$ cat src/rtl/simon_pkg.sv
// Shared definitions for the Simon sequence engine.
//   DEF_SEED / DEF_TAPS : default LFSR seed and feedback mask (bits 31 and 21)
//   DEF_SYM_W           : default symbol width (4 colours)
//   sym_t               : symbol type at the default width
//   seq_state_e         : playback FSM states
package simon_pkg;

  localparam logic [31:0] DEF_SEED  = 32'h0000_0001;
  localparam logic [31:0] DEF_TAPS  = 32'h8020_0000;
  localparam int unsigned DEF_SYM_W = 2;

  typedef logic [DEF_SYM_W-1:0] sym_t;

  typedef enum logic [0:0] {
    IDLE = 1'b0,
    PLAY = 1'b1
  } seq_state_e;

endpackage

$ cat src/rtl/lfsr_core.sv
// Fibonacci-style shift-left LFSR with a configurable feedback mask and a
// runtime seed load that refuses the all-zero lock-up state.
//   clk, rst_n : clock, asynchronous active-low reset (state returns to SEED)
//   run        : advance one step this cycle
//   seed_load  : load seed_in (priority over run); zero seed falls back to SEED
//   seed_in    : runtime seed
//   state      : current LFSR state
module lfsr_core
  import simon_pkg::*;
#(
  parameter int unsigned       LFSR_W = 32,
  parameter logic [LFSR_W-1:0] TAPS   = LFSR_W'(DEF_TAPS),
  parameter logic [LFSR_W-1:0] SEED   = LFSR_W'(DEF_SEED)
) (
  input  logic              clk,
  input  logic              rst_n,
  input  logic              run,
  input  logic              seed_load,
  input  logic [LFSR_W-1:0] seed_in,
  output logic [LFSR_W-1:0] state
);

  logic [LFSR_W-1:0] state_q, state_d;

  always_comb begin
    state_d = state_q;
    if (seed_load) begin
      state_d = (seed_in == '0) ? SEED : seed_in;
    end else if (run) begin
      state_d = {state_q[LFSR_W-2:0], ^(state_q & TAPS)};
    end
  end

  always_ff @(posedge clk or negedge rst_n) begin
    if (!rst_n) begin
      state_q <= SEED;
    end else begin
      state_q <= state_d;
    end
  end

  assign state = state_q;

endmodule

$ cat src/rtl/simon_seq_engine.sv
// Random colour sequence generator and replay engine for the Simon game.
// Each append stores the LFSR's low symbol bits as the next sequence entry;
// rd_start replays the stored sequence over a valid/ready stream.
//   clk, rst_n          : clock, asynchronous active-low reset
//   run                 : LFSR advances this cycle
//   seed_load, seed_in  : runtime LFSR seed (zero falls back to SEED)
//   clear               : empty the store and abort playback (highest priority)
//   append              : store current symbol (IDLE only, not full)
//   rd_start            : begin playback of the stored sequence
//   out_valid/out_ready : playback stream handshake, out_sym is the symbol
//   length, full        : entries stored, store full
//   busy, done          : playback in progress, one-cycle end-of-playback pulse
module simon_seq_engine
  import simon_pkg::*;
#(
  parameter int unsigned       LFSR_W = 32,
  parameter logic [LFSR_W-1:0] TAPS   = LFSR_W'(DEF_TAPS),
  parameter logic [LFSR_W-1:0] SEED   = LFSR_W'(DEF_SEED),
  parameter int unsigned       SYM_W  = DEF_SYM_W,
  parameter int unsigned       DEPTH  = 32,
  localparam int unsigned      LEN_W  = $clog2(DEPTH + 1),
  localparam int unsigned      IDX_W  = $clog2(DEPTH)
) (
  input  logic              clk,
  input  logic              rst_n,
  input  logic              run,
  input  logic              seed_load,
  input  logic [LFSR_W-1:0] seed_in,
  input  logic              clear,
  input  logic              append,
  input  logic              rd_start,
  output logic              out_valid,
  input  logic              out_ready,
  output logic [SYM_W-1:0]  out_sym,
  output logic [LEN_W-1:0]  length,
  output logic              full,
  output logic              busy,
  output logic              done
);

  logic [LFSR_W-1:0] lfsr_state;
  logic [SYM_W-1:0]  cur_sym;
  logic              unused_lfsr_hi;

  lfsr_core #(
    .LFSR_W (LFSR_W),
    .TAPS   (TAPS),
    .SEED   (SEED)
  ) u_lfsr (
    .clk       (clk),
    .rst_n     (rst_n),
    .run       (run),
    .seed_load (seed_load),
    .seed_in   (seed_in),
    .state     (lfsr_state)
  );

  // Symbol is taken from the pre-update LFSR state.
  assign cur_sym        = lfsr_state[SYM_W-1:0];
  assign unused_lfsr_hi = ^lfsr_state[LFSR_W-1:SYM_W];

  seq_state_e       state_q, state_d;
  logic [LEN_W-1:0] length_q, length_d;
  logic [IDX_W-1:0] idx_q, idx_d;
  logic             done_q, done_d;
  logic             append_ok;

  // Flop-based store, deliberately not reset.
  logic [SYM_W-1:0] mem_q [DEPTH];

  assign full      = (length_q == LEN_W'(DEPTH));
  assign busy      = (state_q == PLAY);
  assign out_valid = (state_q == PLAY);
  assign out_sym   = (state_q == PLAY) ? mem_q[idx_q] : '0;
  assign length    = length_q;
  assign done      = done_q;

  assign append_ok = append && !full && (state_q == IDLE) && !clear;

  always_comb begin
    state_d  = state_q;
    length_d = length_q;
    idx_d    = idx_q;
    done_d   = 1'b0;
    if (clear) begin
      state_d  = IDLE;
      length_d = '0;
      idx_d    = '0;
    end else begin
      if (append_ok) begin
        length_d = length_q + LEN_W'(1);
      end
      case (state_q)
        IDLE: begin
          // length_d so a same-cycle append is part of the replay.
          if (rd_start) begin
            if (length_d != '0) begin
              state_d = PLAY;
              idx_d   = '0;
            end else begin
              done_d = 1'b1;
            end
          end
        end
        PLAY: begin
          if (out_ready) begin
            if (LEN_W'(idx_q) == length_q - LEN_W'(1)) begin
              state_d = IDLE;
              done_d  = 1'b1;
            end else begin
              idx_d = idx_q + IDX_W'(1);
            end
          end
        end
        default: state_d = IDLE;
      endcase
    end
  end

  always_ff @(posedge clk or negedge rst_n) begin
    if (!rst_n) begin
      state_q  <= IDLE;
      length_q <= '0;
      idx_q    <= '0;
      done_q   <= 1'b0;
    end else begin
      state_q  <= state_d;
      length_q <= length_d;
      idx_q    <= idx_d;
      done_q   <= done_d;
    end
  end

  always_ff @(posedge clk) begin
    if (append_ok) begin
      mem_q[length_q[IDX_W-1:0]] <= cur_sym;
    end
  end

endmodule
$ cat config.mk
export PLATFORM = sky130hd
export DESIGN_NAME = simon_seq_engine
export DESIGN_NICKNAME = d
export VERILOG_FILES = /design/src/rtl/simon_pkg.sv /design/src/rtl/lfsr_core.sv /design/src/rtl/simon_seq_engine.sv
export SDC_FILE = /design/constraint.sdc
export NUM_CORES = 1
export LEC_CHECK = 0
export ABC_CLOCK_PERIOD_IN_PS = 4900
export CELL_PAD_IN_SITES_DETAIL_PLACEMENT = 0
export CELL_PAD_IN_SITES_GLOBAL_PLACEMENT = 1
export CORE_UTILIZATION = 45
export CTS_BUF_LIST = sky130_fd_sc_hd__clkbuf_8 sky130_fd_sc_hd__clkbuf_16
export CTS_CLUSTER_DIAMETER = 100
export CTS_CLUSTER_SIZE = 30
export DETAILED_ROUTE_END_ITERATION = 16
export PLACE_DENSITY_LB_ADDON = 0.1
export SETUP_SLACK_MARGIN = 0.2
export SYNTH_ARGS = -nofsm -noshare
export SYNTH_HDL_FRONTEND = slang
export SYNTH_HIERARCHICAL = 1
export SYNTH_SLANG_ARGS = --single-unit
$ cat constraint.sdc
create_clock -name clk -period 4.9 [get_ports clk]
set_clock_uncertainty 0.05 [all_clocks]
set_input_delay 0.735 -clock clk [delete_from_list [all_inputs] [get_ports clk]]
set_output_delay 0.735 -clock clk [all_outputs]
set_load 0.1 [all_outputs]
==> key figures <==
Outcome
  – Status: completed

Drt
  – Iter 0 DRT Violations: 236
  – Vias: 3222
  – Routed WL: 10.5 mm
  – Post-route DRC: 0
  – Antenna Nets Post-Route: 0
  – Avg Vias per Cell: 5.54
  – DRT Pass-1 Iters: 4
  – WL per Instance: 18.1 um

CTS
  – Max Root-Sink Buffers: 2
  – Num CTS Buffers: 9
  – Clk root buf: clkbuf_16
  – Hold_buf cts: 0
  – CTS-repair resized insts: 0
  – CTS tree: yes
  – CTS sink count: 109
  – H-tree Lvls: 3
  – Clk_lat worst skew: 350 ps
  – Number of post-CTS setup repair buffers: 0
  – Worst-path clk slew: 70 ps

Finish
  – Storage element area: 3050 sq um
  – Layout net count: 483
  – Final core utilization: 54.1%
  – # fillers: 936
  – Ant. Diodes: 0
  – Area Growth Syn to Fin: 15.0%
  – Multi-input gate area: 2000 sq um
  – Layout cells sized above 1: 12.4%

Logic synthesis
  – Post-synthesis sequential area ratio: 58.5%
  – Post-Synth Simple-Gate Area: 12.9%
  – Synth unique cells: 48
  – Synthesis Warnings: 6
  – Mapped cell area: 5210 sq um
  – Largest family of logic cells by synthesized area: multiplexers
  – Synth area leaders: edfxtp_1, dfrtp_1, mux4_2
  – Top-count cell post-synth: edfxtp_1
  – Mapped Cells: 401
  – Post-synth top area cell: edfxtp_1
  – Share of the synthesized area in the top cell type: 36.9%
  – Xor/xnor share of the synthesized area: 2.83%
  – Syn Area/Cell: 13.0 sq um
  – Post-synthesis async set-or-reset flop share: 41.3%
  – Post-synth top cells: edfxtp_1, nor2_1, dfrtp_1, nand2_1, o21ai_0
  – #FFs+latches synth: 109
  – Adder-Cell Fraction of Synth Area: 1.44%
  – Post-synth net total: 447
  – Post-synth EDFFs: 64
  – Synth Area in Compound Gates: 6.41%
  – Multiplexer area fraction after synthesis: 14.8%
  – Top_reg_cell synth: edfxtp_1

Pwr
  – P_sw: 477 uW
  – Leak Pwr: 2.20 nW
  – Logic pwr share: 11.3%
  – Sequential power share: 55.1%
  – Pwr dens: 322 nW/um^2
  – Internal cell power: 1.45 mW
  – Clock Power Share: 33.6%
  – Switching portion of total power: 24.7%
  – VDD IR-drop max: 0.228 mV

Worst setup path
  – Slowest CP cell: dfrtp_1
  – Most used cell, CP: mux4_2
  – CP max FO: 17
  – CP Capture Type: output pin
  – Worst path required time: 4120 ps
  – CP startpoint kind: register
  – CP top delay family: multiplexers
  – CP Data Arrival Time: 2930 ps
  – FF-to-FF setup slack: 2270 ps
  – CP Buf/Inv Count: 1
  – Crit path kind: reg2out
  – Crit-path cells: mux4_2, mux4_2, a22o_1, buf_4
  – Largest stage delay, worst path: 1020 ps

Timing
  – Tmin final: 3720 ps
  – RSZ-0062 raised after global routing: false
  – Fin. max-slew vios: 0
  – Setup TNS: 0 ps
  – Slew @ Worst Pin: 1070 ps
  – Slew Limit Headroom: 28.8%
  – Tcrit/Tclk final: 75.9%
  – Max frequency: 0.269 GHz
  – Hold Vio Cnt, Final: 0
  – Setup violators final: 0

Global routing
  – GRT Total Usage: 19.2%
  – Grt ovf: 0
  – Largest net degree at the start of global routing: 65
  – Number of global-route vias before repair: 3236
  – Initial antenna violation count: 0
  – First-pass GRT wire length: 16.8 mm

Place
  – I/O Buffers: 51
  – Final GP Congestion: 0.719
  – DP HPWL: 7.05 mm

Floorplanning
  – Initial Util: 47.1%
  – Die area: 12000 sq um
  – Core Area: 11100 sq um
  – Rows: 38
  – Num ports: 52
  – Die Ht: 110 um
  – Die Wd: 110 um

Min path
  – Worst hold path type: in2async

Flow run
  – Max-Cap Viols: 0
[state kept, by name, summed over array words and instances, names as in the netlist]
name and flops:
mem_q 64, u_lfsr/state 32, length 6, idx_q 5, busy 1, done 1
[cell type report]
| type | count | area share [%] |
|---|---|---|
| Sequential cell | 109 | 50.8 |
| Multi-Input combinational cell | 262 | 33.3 |
| Timing Repair Buffer | 53 | 8.43 |
| Clock buffer | 9 | 3.75 |
| Tap cell | 140 | 2.92 |
| Clock inverter | 7 | 0.605 |
| Inverter | 2 | 0.125 |
[path summary, 6_finish.rpt]
| check | endpoint | start | depth (start not counted) |
|---|---|---|---|
| max | out_sym[1] | idx_q[0] | 4 |
| min | u_lfsr/state[11] | rst_n | 2 |
| max reg2reg | idx_q[2] | length[0] | 8 |
| min reg2reg | u_lfsr/state[18] | u_lfsr/state[18] | 2 |
| max in group asynchronous | u_lfsr/state[19] | rst_n | 2 |
| min in group clk | u_lfsr/state[18] | u_lfsr/state[18] | 2 |
[through the flow]
step / total power [mW] / setup slack, ps / cells / cell area [sq um] / hold slack, ps
floorplan: 1.22 / 1140 / 401 / 5210 / 389
global placement: 1.30 / 1520 / 566 / 5740 / 500
detailed placement: 1.30 / 1460 / 566 / 5740 / 507
CTS: 1.95 / 1090 / 582 / 6000 / 441
global route: 2.01 / 992 / 582 / 6000 / 471
finish: 1.93 / 1180 / 582 / 6000 / 430
[power groups by stage]
stage / logic, mW / clock network, mW / registers, mW
after floorplan: 0.138 / 0 / 1.08
after global placement: 0.217 / 0 / 1.09
after detailed placement: 0.219 / 0 / 1.09
after CTS: 0.219 / 0.667 / 1.07
after global routing: 0.238 / 0.702 / 1.07
final: 0.218 / 0.649 / 1.07
[cell usage in the layout (no fill, tap or decap), types with 4 or more instances in the layout]
master,count
a21oi_1,5
buf_4,4
clkbuf_16,9
clkdlybuf4s50_1,46
dfrtp_1,44
edfxtp_1,64
ha_1,6
inv_1,5
mux2i_1,31
mux4_2,20
nand2_1,41
nand3_1,8
nand4_1,5
nor2_1,47
nor2b_1,5
nor3b_1,5
nor4_1,4
nor4_2,4
o21ai_0,32
xnor2_1,9
xor2_1,6
[routing by layer]
| layer | share of wire, % | vias up | GRT usage, % |
|---|---|---|---|
| li1 | - | 1549 | - |
| met1 | 46 | 1609 | 24.8 |
| met2 | 50 | 55 | 32.4 |
| met3 | 3.1 | 9 | 4.74 |
| met4 | 1.0 | 0 | 5.14 |
| met5 | 0 | - | 0 |
[logic make-up (layout without fill, tap and decap cells)]
| family | count (synthesis) | count (layout) |
|---|---|---|
| compound gates | 54 | 54 |
| fa+ha+maj | 6 | 6 |
| flops | 109 | 109 |
| simple gates | 134 | 134 |
| mux | 52 | 52 |
| xor+xnor | 16 | 16 |
| buf+inv | 30 | 71 |
Power figures use the tool's default switching activity.
